===== src/rtl/rr_ring_arbiter.sv =====
// Round-robin arbiter with a one-hot ring priority pointer and registered one-hot grant.
// Optional grant-length limit with timeout pulse: define RR_ARB_TIMEOUT_EN.
module rr_ring_arbiter #(
  parameter int unsigned N        = 4,
  parameter int unsigned IDW      = 2,
  parameter int unsigned HOLD_MAX = 8
) (
  input  logic           clk,
  input  logic           reset,
  input  logic           en,
  input  logic [N-1:0]   req,
  output logic [N-1:0]   grant,
  output logic [IDW-1:0] grant_id,
  output logic           busy,
  output logic           timeout
);

  localparam logic [0:0] S_IDLE  = 1'b0;
  localparam logic [0:0] S_GRANT = 1'b1;

  if (N < 2 || IDW != $clog2(N) || HOLD_MAX < 1) begin : g_bad_params
    $error("rr_ring_arbiter: need N >= 2, IDW == clog2(N), HOLD_MAX >= 1");
  end

  logic [0:0]     state_q, state_d;
  logic [N-1:0]   ptr_q, ptr_d;
  logic [N-1:0]   grant_q, grant_d;
  logic [IDW-1:0] gid_q, gid_d;

  logic           found;
  logic [IDW-1:0] win_idx;
  int unsigned    ptr_idx;
  logic [N-1:0]   ptr_next;

`ifdef RR_ARB_TIMEOUT_EN
  localparam int unsigned CW = $clog2(HOLD_MAX + 1);
  logic [CW-1:0] cnt_q, cnt_d;
  logic          timeout_q, timeout_d;
`endif

  // Scan requests starting at the pointer position, wrapping N-1 -> 0.
  always_comb begin
    ptr_idx = 0;
    for (int unsigned i = 0; i < N; i++) begin
      if (ptr_q[i]) ptr_idx = i;
    end
    found   = 1'b0;
    win_idx = '0;
    for (int unsigned k = 0; k < N; k++) begin
      if (!found && req[(ptr_idx + k) % N]) begin
        found   = 1'b1;
        win_idx = IDW'((ptr_idx + k) % N);
      end
    end
  end

  assign ptr_next = {grant_q[N-2:0], grant_q[N-1]};

  always_comb begin
    state_d = state_q;
    ptr_d   = ptr_q;
    grant_d = grant_q;
    gid_d   = gid_q;
`ifdef RR_ARB_TIMEOUT_EN
    cnt_d     = cnt_q;
    timeout_d = 1'b0;
`endif
    case (state_q)
      S_IDLE: begin
        if (en && found) begin
          state_d          = S_GRANT;
          grant_d          = '0;
          grant_d[win_idx] = 1'b1;
          gid_d            = win_idx;
`ifdef RR_ARB_TIMEOUT_EN
          cnt_d = '0;
`endif
        end
      end
      S_GRANT: begin
        if (!req[gid_q]) begin
          state_d = S_IDLE;
          grant_d = '0;
          gid_d   = '0;
          ptr_d   = ptr_next;
        end
`ifdef RR_ARB_TIMEOUT_EN
        // cnt_q counts completed grant cycles, so HOLD_MAX-1 marks the last one.
        else if (cnt_q == CW'(HOLD_MAX - 1)) begin
          state_d   = S_IDLE;
          grant_d   = '0;
          gid_d     = '0;
          ptr_d     = ptr_next;
          timeout_d = 1'b1;
        end else begin
          cnt_d = cnt_q + 1'b1;
        end
`endif
      end
      default: begin
        state_d = S_IDLE;
        grant_d = '0;
        gid_d   = '0;
      end
    endcase
  end

  always_ff @(posedge clk or posedge reset) begin
    if (reset) begin
      state_q <= S_IDLE;
      ptr_q   <= {{(N-1){1'b0}}, 1'b1};
      grant_q <= '0;
      gid_q   <= '0;
    end else begin
      state_q <= state_d;
      ptr_q   <= ptr_d;
      grant_q <= grant_d;
      gid_q   <= gid_d;
    end
  end

`ifdef RR_ARB_TIMEOUT_EN
  always_ff @(posedge clk or posedge reset) begin
    if (reset) begin
      cnt_q     <= '0;
      timeout_q <= 1'b0;
    end else begin
      cnt_q     <= cnt_d;
      timeout_q <= timeout_d;
    end
  end
  assign timeout = timeout_q;
`else
  assign timeout = 1'b0;
`endif

  assign grant    = grant_q;
  assign grant_id = gid_q;
  assign busy     = |grant_q;

endmodule


===== config.mk =====
export PLATFORM = sky130hd
export DESIGN_NAME = rr_ring_arbiter
export DESIGN_NICKNAME = d
export VERILOG_FILES = /design/src/rtl/rr_ring_arbiter.sv
export SDC_FILE = /design/constraint.sdc
export NUM_CORES = 1
export LEC_CHECK = 0
export CAP_MARGIN = 20
export CORE_UTILIZATION = 37
export DETAILED_ROUTE_END_ITERATION = 16
export PLACE_DENSITY = 0.61
export SYNTH_ARGS = -nofsm -noshare
export SYNTH_HDL_FRONTEND = slang
export SYNTH_SLANG_ARGS = --single-unit

===== constraint.sdc =====
create_clock -name clk -period 4.2 [get_ports clk]
set_input_delay 0.63 -clock clk [delete_from_list [all_inputs] [get_ports clk]]
set_output_delay 0.63 -clock clk [all_outputs]
set_load 0.02 [all_outputs]

==> results.py, run 1 <==
metrics = {
    "status": {
        "status": "complete, no violations",
    },
    "timing": {
        "clock_skew_ns": 0.00586,
        "setup_viol": 0,
        "rsz0062_at_grt": "false",
        "clock.fmax_ghz": 0.418,
        "holdWs_ns": 0.526,
        "timing.final.crit_share": 0.569,
        "hold_violations": 0,
        "maxSlewViolCount": 0,
        "final.setup.tns_ns": 0,
        "period_minus_slack_ns": 2.39,
    },
    "placement": {
        "dpl.hpwl_mm": 1.18,
        "port_buffers": 13,
        "placed_cell_area_sq_um": 861,
        "gp_congestion": 0.801,
        "dp.cells": 112,
    },
    "hold_path": {
        "hold_path_class": "reg2reg",
    },
    "final_layout": {
        "synthToLayoutAreaGrowth_pct": 21.9,
        "stdcell_count": 116,
        "diodes": 0,
        "fin_nets": 99,
        "fin_area_sq_um": 897,
        "drive_gt1_frac": 0.121,
    },
    "detailed_routing": {
        "postRouteAntennaNets": 0,
        "avgRoutedWirePerCell_um": 13.3,
        "initialDrtViolationCount": 6,
        "via_per_inst": 5.36,
        "via_count": 622,
        "totalWireLength_mm": 1.55,
        "drc": 0,
        "dr.pass1.iters": 4,
    },
    "clocking": {
        "cts-resized-gates": 0,
        "cts_tree": "done",
        "cts_buffers": 3,
        "insertion_delay_ns": 0.25,
        "post_cts_buffers": 0,
        "clk_pin_slew_ns": 0.06,
        "cts-root-buf": "clkbuf_4",
        "h-tree-depth": 1,
        "clock_sinks": 10,
        "hold_buffers": 0,
        "clock_path_buffers": 2,
    },
    "setup_path": {
        "crit_path_end_kind": "register",
        "crit_path_start_kind": "input port",
        "crit_required_ns": 4.35,
        "crit_type": "in2reg",
        "critPathArrivalTime_ns": 2.54,
        "crit_path_max_fanout": 9,
    },
    "power_and_ir_drop": {
        "p_total_mw": 0.541,
        "p_per_area_nw_per_um2": 603,
        "cellLeakagePower_nw": 0.387,
        "peakVddDrop_mv": 0.396,
    },
    "logic_synthesis": {
        "synth_edf_count": 0,
        "yosysWarnings": 0,
        "synth_area_leader_cell": "dfrtp_1",
        "synth.distinct_cells": 41,
        "synth_nets": 88,
        "ys_seq_area_frac": 0.340,
        "yosysTopAreaCellShare": 0.340,
        "syn_avg_cell_area_sq_um": 9.08,
        "syn-instance-count": 81,
        "async_flop_share": 1.00,
        "synth_seq_cells": 10,
        "netlist_area_sq_um": 736,
        "synth_ff_type": "dfrtp_1",
        "yosys-top-cells-area": "dfrtp_1 34%, mux2_1 4.6%, nand2_1 3.6%",
    },
    "global_routing": {
        "grt.overflow.total": 0,
        "grt_pass1_wl_mm": 2.53,
        "groute.usage.overall": 0.169,
        "grt_max_degree": 16,
        "antenna_found_initial": 0,
        "grt_pass1_vias": 536,
    },
    "floorplanning": {
        "die_y_um": 46.6,
        "row_count": 15,
        "die_w_um": 46.6,
        "initial_core_util": 0.408,
        "die_area_sq_um": 2170,
        "core_area_sq_um": 1800,
        "io_pins": 15,
    },
    "flow_run": {
        "cap_violations": 0,
    },
}
[metal layers]
layer	global-route usage	wire, um	vias up
met5	0	0	-
met4	0.0176	0	0
met3	0.0588	51	0
met2	0.225	723	14
met1	0.265	774	291
li1	-	-	317
[power by group]
group	total, mW	internal (mW)	switching (mW)
clock	0.0814	0.0524	0.0290
combinational	0.284	0.147	0.137
sequential	0.176	0.128	0.0482
[kinds of logic (layout without fill, tap and decap cells)]
family,Yosys count,in the layout,share of synthesized area
other,1,1,0.00510
flip-flops,10,10,0.340
AND/OR/NAND/NOR,31,31,0.228
buffers and inverters,10,20,0.0646
AO/OA/AOI/OAI,23,23,0.252
multiplexers,6,6,0.111
[worst max-delay path: stages]
cell and delay, ns:
clkdlybuf4s50_1 0.67, mux2i_1 0.13, nor3_1 0.17, a221oi_1 0.09
a311o_4 0.45, and2_4 0.18, a22o_1 0.22
[flip-flops by register name, summed over array words and instances, names as in the netlist]
register and count:
ptr_q 3, grant 4, state_q 1, grant_id 2
[metrics by stage]
| stage | setup slack (ns) | utilization |
|---|---|---|
| final | 1.81 | 0.498 |
| after global routing | 1.74 | 0.498 |
| after CTS | 1.82 | 0.498 |
| after detailed placement | 1.56 | 0.478 |
| after global placement | 1.61 | 0.478 |
| after floorplan | 2.07 | - |
[cell usage after synthesis, types with 2 or more instances]
cell,n
a21oi_1,4
buf_2,2
buf_4,2
clkbuf_1,3
dfrtp_1,10
inv_1,3
mux2_1,3
nand2_1,7
nand2b_1,3
nand3_1,3
nor2_1,6
nor2b_1,3
o21ai_0,2
o31ai_1,3
[placed cells by master (no fill, tap or decap), types with 2 or more instances in the layout]
master | synthesis | routed
nor2_1 | 6 | 6
nand2_1 | 7 | 7
nand3_1 | 3 | 3
o31ai_1 | 3 | 3
nor2b_1 | 3 | 3
clkbuf_4 | 0 | 3
nand2b_1 | 3 | 3
mux2_1 | 3 | 3
inv_1 | 3 | 3
a21oi_1 | 4 | 4
dfrtp_1 | 10 | 10
o21ai_0 | 2 | 2
clkdlybuf4s50_1 | 0 | 13
[final cells by class]
| type | instances | area (sq um) |
|---|---|---|
| clock buffers | 4 | 36.3 |
| fillers | 173 | 905 |
| inverters | 3 | 11.3 |
| multi-input cells | 61 | 438 |
| flip-flops and latches | 10 | 250 |
| well taps | 25 | 31.3 |
| repair buffers | 13 | 130 |
[final timing paths]
path | from | endpoint | slack, ns | cells after the start
worst max-delay path | req[0] | grant[1] | 1.81 | 7
worst min-delay path | grant[3] | grant[3] | 0.53 | 1
worst max register to register | ptr_q[2] | grant[1] | 1.93 | 6
worst min register to register | grant[3] | grant[3] | 0.53 | 1
max in group asynchronous | reset | state_q | 3.28 | 2
min in group asynchronous | reset | ptr_q[2] | 0.64 | 2
Note: power is estimated with default switching activity, not from simulation.
==> run 2, diff against run 1 <==
- PLACE_DENSITY: 0.61 -> 0.63
- clock period: 4.2 -> 1.9 ns (I/O delays scaled with it)
==> run 2 against run 1 <==
  * Clock skew is 0.0051 ns lower
  * Sequential power is 99% higher
  * Flip-flop and latch count stayed put
  * Utilization is 5.9 points higher
  * Register-to-register slack worse by 1.9 ns
  * First-iteration DRC count grew to 4.2 times the previous value
  * Largest cell class unchanged
  * Design area is 12% higher
  * Routed wire length is 8.4% higher
  * Worst hold slack worse by 0.22 ns
==> results.py, run 2 (synthesized netlist as in run 1, its figures left out) <==
metrics = {
    "power_and_ir_drop": {
        "p_int_mw": 0.770,
        "switching_share": 0.393,
        "p_switching_mw": 0.499,
        "seq_power_share": 0.276,
        "p_per_area_nw_per_um2": 1260,
        "cellLeakagePower_nw": 0.466,
        "comb_power_share": 0.620,
        "p_clk_frac": 0.104,
        "peakVddDrop_mv": 0.769,
        "p_total_mw": 1.27,
    },
    "timing": {
        "setup_viol": 0,
        "final.setup.tns_ns": 0,
        "hold_violations": 0,
        "clock_skew_ns": 0.000759,
        "holdWs_ns": 0.301,
        "clock.fmax_ghz": 0.546,
        "timing.final.crit_share": 0.965,
        "rsz0062_at_grt": "true",
        "period_minus_slack_ns": 1.83,
        "maxSlewViolCount": 0,
    },
    "final_layout": {
        "fin_nets": 113,
        "diodes": 0,
        "drive_gt1_frac": 0.269,
        "synthToLayoutAreaGrowth_pct": 36.4,
        "fin_area_sq_um": 1000,
        "layout_common_cells": "14 x buf_4, 9 x dfrtp_1, 8 x clkdlybuf4s50_1",
        "largest_register_ffs": 4,
        "layout_commonest_cell": "buf_4",
    },
    "detailed_routing": {
        "totalWireLength_mm": 1.68,
        "dr.pass1.iters": 4,
        "via_count": 672,
        "via_per_inst": 5.21,
        "postRouteAntennaNets": 0,
        "avgRoutedWirePerCell_um": 13.0,
        "drc": 0,
        "initialDrtViolationCount": 25,
    },
    "global_routing": {
        "antenna_found_initial": 0,
        "grt_pass1_wl_mm": 2.75,
        "groute.usage.overall": 0.182,
        "grt.overflow.total": 0,
        "grt_max_degree": 13,
        "grt_pass1_vias": 601,
    },
    "setup_path": {
        "reg2reg_depth": 6,
        "crit_path_max_fanout": 5,
        "r2r-start": "ptr_q[2]",
        "crit_path_start": "ptr_q[2]",
        "critPathArrivalTime_ns": 1.97,
        "crit_path_start_kind": "register",
        "crit_required_ns": 2.04,
        "cp-endpoint": "grant[1]",
        "crit_type": "reg2reg",
        "reg2reg_slack_ns": 0.07,
        "worstReg2RegEnd": "grant[1]",
        "crit_path_end_kind": "register",
    },
    "placement": {
        "port_buffers": 13,
        "placed_cell_area_sq_um": 971,
        "dpl.hpwl_mm": 1.28,
        "gp_congestion": 0.820,
    },
    "clocking": {
        "hold_buffers": 0,
        "clk_pin_slew_ns": 0.06,
        "clock_sinks": 10,
        "cts_buffers": 3,
        "post_cts_buffers": 0,
        "cts_tree": "done",
        "cts-resized-gates": 5,
        "insertion_delay_ns": 0.25,
        "clock_path_buffers": 2,
        "h-tree-depth": 1,
        "cts-root-buf": "clkbuf_4",
    },
    "floorplanning": {
        "die_y_um": 46.6,
        "initial_core_util": 0.408,
        "core_area_sq_um": 1800,
        "die_w_um": 46.6,
        "die_area_sq_um": 2170,
        "row_count": 15,
        "io_pins": 15,
    },
    "flow_run": {
        "cap_violations": 0,
    },
    "status": {
        "status": "complete, no violations",
    },
    "hold_path": {
        "hold_path_class": "in2async",
    },
}
## run 2: through the flow
step | instances | setup slack [ns] | utilization
2_1_floorplan | 81 | 0.000140 | -
3_3_place_gp | 126 | -0.319 | 0.539
3_5_place_dp | 126 | -0.350 | 0.539
4_1_cts | 129 | 0.00578 | 0.549
5_1_grt | 129 | -0.0207 | 0.557
6_report | 129 | 0.0670 | 0.557
## run 2: power by group through the flow
stage	Clock (mW)	Sequential [mW]	Combinational, mW
2_1_floorplan	0	0.385	0.458
3_3_place_gp	0	0.353	0.782
3_5_place_dp	0	0.355	0.785
4_1_cts	0.139	0.353	0.777
5_1_grt	0.149	0.365	0.857
6_report	0.131	0.351	0.787
## run 2: how the worst min path moves through the flow
| stage | from | end | slack [ns] | cells after the start |
|---|---|---|---|---|
| 2_1_floorplan | reset | grant[0] | 0.13 | 1 |
| 6_report | reset | grant[2] | 0.30 | 2 |
| 4_1_cts | reset | grant[2] | 0.31 | 2 |
| 5_1_grt | reset | ptr_q[1] | 0.34 | 2 |
| 3_5_place_dp | grant[3] | grant[3] | 0.51 | 1 |
| 3_3_place_gp | grant[3] | grant[3] | 0.52 | 1 |
## run 2: worst max-delay path, stage by stage, from the launching register on
cell and delay, ns:
dfrtp_1 0.37, and2b_4 0.28, nor2_4 0.04, mux2_4 0.30
a311o_4 0.34, and2_4 0.17, a22o_1 0.22
## run 2: final cells by class
class                           instances  area, sq um
Sequential cell                        10          251
Timing Repair Buffer                   27          233
Multi-Input combinational cell         61          454
Clock buffer                            3         22.5
Fill cell                             170          798
Tap cell                               25         31.3
Inverter                                3         11.3
## run 2: routing by layer
layer / vias to the layer above / track usage / part of all wire
met2: 15 / 0.261 / 0.47
li1: 341 / - / -
met5: - / 0 / 0
met4: 0 / 0.0176 / 0
met1: 316 / 0.272 / 0.49
met3: 0 / 0.0588 / 0.036
==> run 3, diff against run 2 <==
- PLACE_DENSITY: 0.63 -> 0.61
- clock period: 1.9 -> 2 ns (I/O delays scaled with it)
==> run 3 against run 2 <==
  * Count of clock-buffer cells in the layout rose by 1
  * First-iteration DRC count fell by 48%
  * Routed wire length fell by 4.0%
  * Flip-flop and latch count did not move
  * Sequential power fell by 5%
  * Register-to-register slack barely moved
  * Combinational power fell by 8.8%
  * Largest power group unchanged
  * Highest routed layer unchanged
==> results.py, run 3 (synthesized netlist as in run 1, its figures left out) <==
metrics = {
    "status": {
        "status": "complete, no violations",
    },
    "detailed_routing": {
        "via_per_inst": 5.05,
        "postRouteAntennaNets": 0,
        "drc": 0,
        "initialDrtViolationCount": 13,
        "via_count": 647,
        "totalWireLength_mm": 1.61,
        "dr.pass1.iters": 3,
        "avgRoutedWirePerCell_um": 12.6,
    },
    "final_layout": {
        "drive_gt1_frac": 0.223,
        "fin_area_sq_um": 991,
        "diodes": 0,
        "synthToLayoutAreaGrowth_pct": 34.7,
        "fin_nets": 111,
        "layout_common_cells": "12 x clkdlybuf4s50_1, 12 x buf_4, 10 x dfrtp_1",
        "largest_register_ffs": 4,
    },
    "clocking": {
        "clock_path_buffers": 2,
        "cts_tree": "done",
        "h-tree-depth": 1,
        "clk_pin_slew_ns": 0.06,
        "post_cts_buffers": 0,
        "cts-root-buf": "clkbuf_4",
        "cts_buffers": 3,
        "insertion_delay_ns": 0.26,
        "clock_sinks": 10,
    },
    "floorplanning": {
        "die_y_um": 46.6,
        "die_area_sq_um": 2170,
        "row_count": 15,
        "die_w_um": 46.6,
        "initial_core_util": 0.408,
        "io_pins": 15,
        "core_area_sq_um": 1800,
    },
    "timing": {
        "setup_viol": 0,
        "clock.fmax_ghz": 0.514,
        "hold_violations": 0,
        "holdWs_ns": 0.310,
        "maxSlewViolCount": 0,
        "timing.final.crit_share": 0.973,
        "rsz0062_at_grt": "false",
        "clock_skew_ns": 0.00234,
        "period_minus_slack_ns": 1.95,
    },
    "global_routing": {
        "grt_pass1_wl_mm": 2.81,
        "antenna_found_initial": 0,
        "groute.usage.overall": 0.179,
        "grt.overflow.total": 0,
        "grt_max_degree": 13,
        "grt_pass1_vias": 635,
    },
    "placement": {
        "port_buffers": 13,
        "dpl.hpwl_mm": 1.26,
        "placed_cell_area_sq_um": 956,
        "gp_congestion": 0.802,
    },
    "power_and_ir_drop": {
        "p_per_area_nw_per_um2": 1240,
        "peakVddDrop_mv": 0.610,
        "cellLeakagePower_nw": 0.448,
    },
    "setup_path": {
        "crit_required_ns": 2.15,
        "crit_path_start_kind": "input port",
        "crit_path_max_fanout": 7,
        "critPathArrivalTime_ns": 2.10,
        "crit_type": "in2reg",
        "crit_path_end_kind": "register",
    },
    "flow_run": {
        "cap_violations": 0,
    },
    "hold_path": {
        "hold_path_class": "in2async",
    },
}
==> run 3: metrics by stage <==
| step | TNS [ns] | power, mW | utilization | cells | setup slack, ns |
|---|---|---|---|---|---|
| floorplan | 0 | 0.801 | - | 81 | 0.0121 |
| global placement | -1.08 | 1.06 | 0.531 | 124 | -0.181 |
| detailed placement | -1.18 | 1.06 | 0.531 | 124 | -0.208 |
| CTS | 0 | 1.24 | 0.550 | 128 | 0.0684 |
| global route | 0 | 1.32 | 0.550 | 128 | 0.00321 |
| finish | 0 | 1.23 | 0.550 | 128 | 0.0535 |
==> run 3: area by class of cell <==
| class | instances | area (sq um) |
|---|---|---|
| sequential | 10 | 250 |
| fill | 170 | 811 |
| multi-input combinational | 61 | 443 |
| timing repair buffer | 25 | 219 |
| inverter | 3 | 11.3 |
| tap | 25 | 31.3 |
| clock buffer | 4 | 36.3 |
==> run 3: worst paths after layout <==
path	depth (start not counted)	slack [ns]	from	to
setup / recovery	6	0.05	req[1]	grant[1]
hold / removal	2	0.31	reset	ptr_q[3]
setup reg to reg	6	0.08	ptr_q[2]	grant[1]
hold reg to reg	1	0.52	grant[3]	grant[3]
max in group asynchronous	2	1.42	reset	grant_id[1]
min in group clk	1	0.52	grant[3]	grant[3]
==> run 3: critical path, cell delays in order <==
cell	delay [ns]
clkdlybuf4s50_1	0.60
nor2_1	0.11
mux2_4	0.27
a311o_4	0.43
and2_4	0.17
a22o_1	0.21
==> run 3: what timing repair did <==
item                       4_1_cts  5_1_grt
hold buffers                     0        0
resized for setup                1        0
setup endpoints to repair        1        0
==> run 3: power breakdown <==
part	switching, mW	internal [mW]	total, mW	leakage (nW)
sequential	0.0658	0.268	0.334	0.131
combinational	0.343	0.375	0.718	0.296
clock	0.0659	0.110	0.176	0.0210
==> run 3: layer usage <==
metal  part of all wire  wire [um]  vias up  GRT usage
li1                   -          -      339          -
met1               0.49        791      299      0.257
met3              0.033         53        0     0.0431
met5                  0          0        -          0
met4                  0          0        0     0.0588
met2               0.48        766        9      0.258
